<file path="config.mk">
export PLATFORM = sky130hd
export DESIGN_NAME = uart_rx
export DESIGN_NICKNAME = d
export VERILOG_FILES = /design/src/rtl/uart_pkg.sv /design/src/rtl/sync_ff.sv /design/src/rtl/uart_rx.sv
export SDC_FILE = /design/constraint.sdc
export NUM_CORES = 1
export LEC_CHECK = 0
export ABC_AREA = 1
export CAP_MARGIN = 20
export CORE_ASPECT_RATIO = 0.7
export CORE_MARGIN = 2
export CORE_UTILIZATION = 35
export CTS_CLUSTER_SIZE = 24
export DETAILED_ROUTE_END_ITERATION = 6
export PLACE_DENSITY = 0.58
export SYNTH_ARGS = -nofsm -noshare
export SYNTH_HDL_FRONTEND = slang
export SYNTH_HIERARCHICAL = 1
export SYNTH_SLANG_ARGS = --single-unit
</file>
<file path="constraint.sdc">
create_clock -name clk_100mhz -period 2.36 [get_ports clk_100mhz]
set_clock_uncertainty 0.1 [all_clocks]
set_input_delay 0.354 -clock clk_100mhz [delete_from_list [all_inputs] [get_ports clk_100mhz]]
set_output_delay 0.354 -clock clk_100mhz [all_outputs]
set_load 0.03 [all_outputs]
</file>
<file path="src/rtl/uart_pkg.sv">
// Shared types and helpers for the UART receive path.
// No logic: enum for the receive FSM and the clocks-per-bit helper.
// Used by uart_rx; also suitable for a future transmitter.
package uart_pkg;

  // Receive FSM states. PARITY is only visited in the even-parity build.
  typedef enum logic [2:0] {
    IDLE,
    START,
    DATA,
    PARITY,
    STOP,
    BREAK
  } rx_state_t;

  // Clocks per bit. The integer divide truncates; at 100 MHz / 115200 this gives 868.
  function automatic int unsigned cpb(input int unsigned clk_hz, input int unsigned baud);
    return clk_hz / baud;
  endfunction

endpackage

</file>
<file path="src/rtl/sync_ff.sv">
// Generic multi-flop synchronizer for an asynchronous single-bit input.
// Latency: DEPTH cycles from pin to q.
// No backpressure; q follows d delayed, and reset forces every stage to RST_VAL.
module sync_ff #(
  parameter int   DEPTH   = 2,
  parameter logic RST_VAL = 1'b1
) (
  input  logic clk,
  input  logic rst,
  input  logic d,
  output logic q
);

  logic [DEPTH-1:0] stages;

  // Shift the pin through the chain; reset loads the idle level so no false edge appears.
  always_ff @(posedge clk) begin
    if (rst) begin
      stages <= {DEPTH{RST_VAL}};
    end else begin
      stages <= {stages[DEPTH-2:0], d};
    end
  end

  assign q = stages[DEPTH-1];

endmodule

</file>
<file path="src/rtl/uart_rx.sv">
// 8N1 UART receiver (8E1 when UART_PARITY_EN is defined); one-cycle data_valid per byte.
// Latency: SYNC_DEPTH + CPB/2 + 9*CPB (+CPB with parity) + 1 cycles from start edge to data_valid.
// No backpressure: data_out must be taken in the cycle data_valid is high.
module uart_rx
  import uart_pkg::*;
#(
  parameter int unsigned CLK_HZ     = 100_000_000,
  parameter int unsigned BAUD       = 115200,
  parameter int          SYNC_DEPTH = 2
) (
  input  logic       clk_100mhz,
  input  logic       sys_rst,
  input  logic       uart_rxd,
  output logic [7:0] data_out,
  output logic       data_valid,
  output logic       frame_err,
  output logic       parity_err,
  output logic       busy
);

  localparam int unsigned CPB  = cpb(CLK_HZ, BAUD);
  localparam int unsigned HALF = CPB / 2;
  localparam int unsigned CW   = $clog2(CPB);

  localparam logic [CW-1:0] CPB_LAST  = CW'(CPB - 1);
  localparam logic [CW-1:0] HALF_LAST = CW'(HALF - 1);

  logic            rx_s;

  rx_state_t       state, state_nxt;
  logic [CW-1:0]   cnt, cnt_nxt;
  logic [2:0]      bit_cnt, bit_cnt_nxt;
  logic [7:0]      shift, shift_nxt;
  logic [7:0]      data_out_nxt;
  logic            data_valid_nxt;
  logic            frame_err_nxt;
  logic            busy_nxt;

`ifdef UART_PARITY_EN
  logic            par_bad, par_bad_nxt;
  logic            parity_err_nxt;
`endif

  sync_ff #(
    .DEPTH   (SYNC_DEPTH),
    .RST_VAL (1'b1)
  ) u_rx_sync (
    .clk (clk_100mhz),
    .rst (sys_rst),
    .d   (uart_rxd),
    .q   (rx_s)
  );

  // Next-state logic: counters, shift register and registered output pulses.
  always_comb begin
    state_nxt      = state;
    cnt_nxt        = cnt;
    bit_cnt_nxt    = bit_cnt;
    shift_nxt      = shift;
    data_out_nxt   = data_out;
    data_valid_nxt = 1'b0;
    frame_err_nxt  = 1'b0;
    busy_nxt       = busy;
`ifdef UART_PARITY_EN
    par_bad_nxt    = par_bad;
    parity_err_nxt = 1'b0;
`endif

    case (state)
      IDLE: begin
        if (!rx_s) begin
          state_nxt = START;
          cnt_nxt   = '0;
          busy_nxt  = 1'b1;
`ifdef UART_PARITY_EN
          par_bad_nxt = 1'b0;
`endif
        end
      end

      // Re-check the line half a bit in; a high line here was a glitch, not a start bit.
      START: begin
        if (cnt == HALF_LAST) begin
          cnt_nxt = '0;
          if (rx_s) begin
            state_nxt = IDLE;
            busy_nxt  = 1'b0;
          end else begin
            state_nxt   = DATA;
            bit_cnt_nxt = '0;
          end
        end else begin
          cnt_nxt = cnt + CW'(1);
        end
      end

      // Counter is now phase-aligned to bit centres; shift in LSB first.
      DATA: begin
        if (cnt == CPB_LAST) begin
          cnt_nxt     = '0;
          shift_nxt   = {rx_s, shift[7:1]};
          bit_cnt_nxt = bit_cnt + 3'd1;
          if (bit_cnt == 3'd7) begin
`ifdef UART_PARITY_EN
            state_nxt = PARITY;
`else
            state_nxt = STOP;
`endif
          end
        end else begin
          cnt_nxt = cnt + CW'(1);
        end
      end

`ifdef UART_PARITY_EN
      // Even parity: data bits plus parity bit must hold an even number of ones.
      PARITY: begin
        if (cnt == CPB_LAST) begin
          cnt_nxt     = '0;
          par_bad_nxt = rx_s ^ (^shift);
          state_nxt   = STOP;
        end else begin
          cnt_nxt = cnt + CW'(1);
        end
      end
`endif

      // Good stop bit delivers the byte; a low stop bit discards it and waits out the break.
      STOP: begin
        if (cnt == CPB_LAST) begin
          cnt_nxt  = '0;
          busy_nxt = 1'b0;
          if (rx_s) begin
            state_nxt      = IDLE;
            data_out_nxt   = shift;
            data_valid_nxt = 1'b1;
`ifdef UART_PARITY_EN
            parity_err_nxt = par_bad;
`endif
          end else begin
            state_nxt     = BREAK;
            frame_err_nxt = 1'b1;
          end
        end else begin
          cnt_nxt = cnt + CW'(1);
        end
      end

      // Hold off until the line returns high so a stuck-low line is not read as 0x00 frames.
      BREAK: begin
        if (rx_s) begin
          state_nxt = IDLE;
        end
      end

      default: begin
        state_nxt = IDLE;
        busy_nxt  = 1'b0;
      end
    endcase
  end

  // State and output registers; reset overrides any frame in progress.
  always_ff @(posedge clk_100mhz) begin
    if (sys_rst) begin
      state      <= IDLE;
      cnt        <= '0;
      bit_cnt    <= '0;
      shift      <= '0;
      data_out   <= '0;
      data_valid <= 1'b0;
      frame_err  <= 1'b0;
      busy       <= 1'b0;
`ifdef UART_PARITY_EN
      par_bad    <= 1'b0;
      parity_err <= 1'b0;
`endif
    end else begin
      state      <= state_nxt;
      cnt        <= cnt_nxt;
      bit_cnt    <= bit_cnt_nxt;
      shift      <= shift_nxt;
      data_out   <= data_out_nxt;
      data_valid <= data_valid_nxt;
      frame_err  <= frame_err_nxt;
      busy       <= busy_nxt;
`ifdef UART_PARITY_EN
      par_bad    <= par_bad_nxt;
      parity_err <= parity_err_nxt;
`endif
    end
  end

`ifndef UART_PARITY_EN
  assign parity_err = 1'b0;
`endif

endmodule

</file>
Word level (Yosys, flattened, before mapping)
Cells that the tools add are included.
Storage, ports and cells
  flip-flop bits (word level): 37
  bits in latches: 0
  bits in writable memories: 0
  ROM bits: 0
  input bits: 3
  output and inout port bits: 12
  logic and storage cells: 65
  memories kept: 0
Cells by class
  add/subtract/negate cells: 2
  multiply operators: 0
  div/mod/pow operators: 0
  magnitude comparators: 0
  eq/ne operators: 15
  shifts and indexed selects: 0
  multiplexer cells: 24
  bitwise logic cells: 3
  reductions and logical operators: 12
Operator list (count)
  two-way mux 10 bit: 3
  two-way mux 3 bit: 10
  one-hot mux 10 bit (3 select lines): 1
  one-hot mux 3 bit (5 select lines): 1
  != test 2 bit, second input constant: 6
  adder 10 x 1 -> 10 bit, second input constant: 1
  equality test 10 bit, second input constant: 1
  equality test 10 x 9 -> 1 bit, second input constant: 1
  equality test 3 bit, second input constant: 3
  two-way mux 1 bit: 6
  one-hot mux 3 bit (2 select lines): 1
  AND reduction 6 bit: 1
  AND reduction 5 bit: 1
  != test 2 x 1 -> 1 bit, second input constant: 2
  one-hot mux 1 bit (4 select lines): 1
  AND reduction 2 bit: 2
  AND reduction 4 bit: 1
  OR reduction 2 bit: 2
  adder 3 x 1 -> 3 bit, second input constant: 1
  equality test 3 x 1 -> 1 bit, second input constant: 1
  equality test 3 x 2 -> 1 bit, second input constant: 1
  zero test 3 bit: 1
  inverter 1 bit: 3
  AND reduction 3 bit: 1
  other kinds (4): 4

Logic depth before layout (Yosys ltp)
  depth in word-level cells: 4
  mapped depth: 11
  gate-level depth less buffers: 11

By module
Netlist, hierarchy kept.
Modules (own cells, without submodules)
  uart_rx: instances 1, cells each 264, area each 1801.7 um^2, seq. area each 700.7 um^2
  sync_ff: instances 1, cells each 7, area each 58.8 um^2, seq. area each 40.0 um^2

Worst setup path before layout
No wires, ideal clock.
  path kind: register to register
  start: reg cnt[0]
  end: reg shift[2]
  setup time: 0.116 ns
  arrival time: 1.276 ns
  setup slack: 0.867 ns
  stages on the path, launching flop included: 10
  path buffers: 1
  cell sequence: dfxtp_1 -> ha_1 -> nand3_1 -> nor2_1 -> nand2_2 -> inv_2 -> nand2_2 -> buf_6 -> o21ai_1 -> a21oi_1
On the way
  cells in the longest elaborated chain, start to end: 2
RTL lines
  start: declaration: line uart_rx.sv:31  | logic [CW-1:0] cnt, cnt_nxt;
  start signal: assignment: line uart_rx.sv:180  | cnt <= cnt_nxt;
  equality test 10 bit: line uart_rx.sv:99  | if (cnt == CPB_LAST) begin
  AND reduction 2 bit (no line)
  end signal: assignment: line uart_rx.sv:182  | shift <= shift_nxt;
  end: declaration: line uart_rx.sv:33  | logic [7:0] shift, shift_nxt;
No other way between the ends.
A chain may end at the register's enable or synchronous reset.

Final worst setup path
  start: reg data_out[7]
  end: out data_out[7]
RTL lines
  start: declaration: line uart_rx.sv:14  | output logic [7:0] data_out,
  start signal: assignment: line uart_rx.sv:183  | data_out <= data_out_nxt;
No word-level cell between the ends.

==> flow_summary.json <==
{
  "port_buffers": 13,
  "dieHeight_um": 65,
  "whs_ns": 0.323,
  "yosysTopAreaCellShare": 0.398,
  "ff2ff_setup_slack_ns": 0.69,
  "timing.rr.start": "cnt[1]",
  "rsz0062_at_grt": "false",
  "drt_pass1_iterations": 4,
  "ctsResizeCount": 0,
  "ys_ff_latch": 37,
  "slowest_stage": "clkdlybuf4s50_1",
  "netSwitchingPower_mw": 0.695,
  "crit_arrival_ns": 1.33,
  "drc_errors": 0,
  "hold_depth": 2,
  "cp-start-kind": "register",
  "cp-end-kind": "output port",
  "ctsRootBufferMaster": "clkbuf_8",
  "peakVddDrop_uv": 284,
  "final_antenna_net_count": 0,
  "slowest_delay_ns": 0.69,
  "synth_area_leaders": "dfxtp_1 (40%), nand2_1 (11%), nor2_1 (9.9%)",
  "swShare": 0.394,
  "crit_path_max_fanout": 2,
  "drtIter0Drc": 83,
  "status": "complete, no violations",
  "synthCells": 271,
  "wl_um": 3750,
  "clock-sinks": 37,
  "synthAdderAreaFrac": 0.0269,
  "gp_congestion": 0.823,
  "holdBufCountCts": 0,
  "ys_seq_area_frac": 0.398,
  "antennaDiodeCount": 0,
  "grt_start_max_net_pins": 30,
  "synth-compound-area-share": 0.0894,
  "min_to": "u_rx_sync/stages[1]",
  "p_clk_frac": 0.258,
  "synth_top_family_by_area": "simple AND/OR/NAND/NOR gates",
  "final.min_clock_period_ns": 1.78,
  "start_util": 0.360,
  "leakage_nw": 0.976,
  "post_cts_buffers": 0,
  "path_cells": "clkdlybuf4s50_1",
  "core_area_um2": 5170,
  "hold_viol": 0,
  "overflow": 0,
  "dieWidth_um": 91.1,
  "final_net_count": 293,
  "die_area_um2": 5920,
  "synth_area_leader_cell": "dfxtp_1",
  "drive_above_1_share": 0.122,
  "worst_ep_required_time_ns": 1.91,
  "path_class": "register to output port",
  "cts_tree": "yes",
  "crit_buf_inv": 1,
  "first_global_vias": 1438,
  "path_clk_slew_ns": 0.08,
  "crit_family": "buffers and inverters",
  "r2r_cells": 8,
  "hp-start": "u_rx_sync/stages[0]",
  "drv_cap": 0,
  "p_comb_frac": 0.325,
  "synthMuxAreaShare": 0,
  "crit_path_start": "data_out[7]",
  "power_frac_seq": 0.417,
  "yosysWarnings": 6,
  "numCtsBuffers": 5,
  "syn_area_um2": 1860,
  "setup_viol": 0,
  "synth_xor_area_frac": 0.00941,
  "period_share": 0.754,
  "internal_power_mw": 1.07,
  "cts.path.max_buffers": 2,
  "synth_cell_type_count": 26,
  "post_synth.cell_area_avg_um2": 6.87,
  "yosys.area_share.simple": 0.371,
  "vias": 1611,
  "grt_pass1_wl_um": 6650,
  "r2r-end": "shift[5]",
  "fmax_mhz": 562,
  "grt_antenna_before_repair": 0,
  "viasPerCell": 4.49,
  "htreeDepth": 2,
  "tns_ns": 0,
  "dpl.hpwl_um": 2690,
  "grt_use_total": 0.142,
  "drv_slew": 0,
  "power_density_nw_per_um2": 827,
  "rows": 22,
  "insertion_delay_ns": 0.29,
  "ios": 15,
  "hold_class": "register to register",
  "area_delta_synth_final_pct": 14.7,
  "syn-num-nets": 278,
  "wl_per_cell_um": 10.4
}
-- per-stage QoR --
step / power [mW] / std cells / util / instance area [um^2] / worst slack, ns
after global placement: 1.32 / 351 / 0.395 / 2040 / 0.691
final: 1.76 / 359 / 0.412 / 2130 / 0.580
after detailed placement: 1.32 / 351 / 0.395 / 2040 / 0.686
after CTS: 1.79 / 359 / 0.412 / 2130 / 0.570
after floorplan: 1.22 / 271 / - / 1860 / 0.867
after global routing: 1.91 / 359 / 0.412 / 2130 / 0.465
-- cell families (layout without fill, tap and decap cells) --
kind of cell	count (synthesis)	in the layout
AND/OR/NAND/NOR	150	150
buffers and inverters	45	61
flip-flops	37	37
AO/OA/AOI/OAI	32	32
adder cells (fa/ha/maj)	4	4
XOR/XNOR	2	2
other	1	1
-- cell type report --
type | instances | area, um^2
fillers | 550 | 3040
inverters | 39 | 146
flip-flops and latches | 37 | 741
repair buffers | 14 | 138
well taps | 72 | 90.1
clock inverters | 3 | 22.5
clock buffers | 5 | 68.8
multi-input cells | 189 | 928
-- synthesized netlist by cell type --
| master | count |
|---|---|
| a21oi_1 | 11 |
| a21oi_2 | 1 |
| buf_4 | 2 |
| buf_6 | 2 |
| clkbuf_1 | 2 |
| conb_1 | 1 |
| dfxtp_1 | 37 |
| ha_1 | 4 |
| inv_1 | 34 |
| inv_2 | 5 |
| nand2_1 | 56 |
| nand2_2 | 9 |
| nand2_4 | 1 |
| nand3_1 | 17 |
| nand3_2 | 4 |
| nand4_1 | 5 |
| nand4_2 | 1 |
| nor2_1 | 49 |
| nor2_2 | 3 |
| nor3_1 | 3 |
| nor3_2 | 1 |
| nor3_4 | 1 |
| o21a_1 | 1 |
| o21ai_0 | 17 |
| o21ai_1 | 2 |
| xor2_1 | 2 |
-- metal layers --
metal,part of all wire,track usage
met1,0.56,0.212
met2,0.38,0.197
met3,0.047,0.0384
met4,0.011,0.0417
met5,0,0
-- how the worst max path moves through the flow --
stage                  end  cells past startpoint
2_1_floorplan     shift[2]                      9
3_3_place_gp    data_valid                      5
3_5_place_dp      shift[5]                      8
4_1_cts        data_out[7]                      1
5_1_grt        data_out[3]                      7
6_report       data_out[7]                      1
-- registers in the layout, summed over array words and instances (netlist names) --
signal            cells
shift                 8
state                 3
u_rx_sync/stages      2
data_valid            1
frame_err             1
busy                  1
cnt                  10
bit_cnt               3
data_out              8
-- tightest hold or removal path, cell delays in order, from the launching register on --
cell and delay (ns):
dfxtp_1 0.31, inv_1 0.03, nand2_1 0.05
-- layout by cell type (no fill, tap or decap), drive strengths merged, types with 2 or more instances in the layout --
master,n
nand2,66
nor2,52
inv,39
dfxtp,37
nand3,21
o21ai,19
clkdlybuf4s50,13
a21oi,12
nand4,6
clkbuf,5
nor3,5
ha,4
clkinv,3
xor2,2
-- power by group through the flow --
stage	Sequential (mW)	Combinational, mW	Clock, mW
after floorplan	0.749	0.471	0
after global placement	0.747	0.575	0
after detailed placement	0.750	0.571	0
after CTS	0.735	0.576	0.474
after global routing	0.747	0.668	0.494
final	0.735	0.574	0.456
Power figures use the tool's default switching activity.
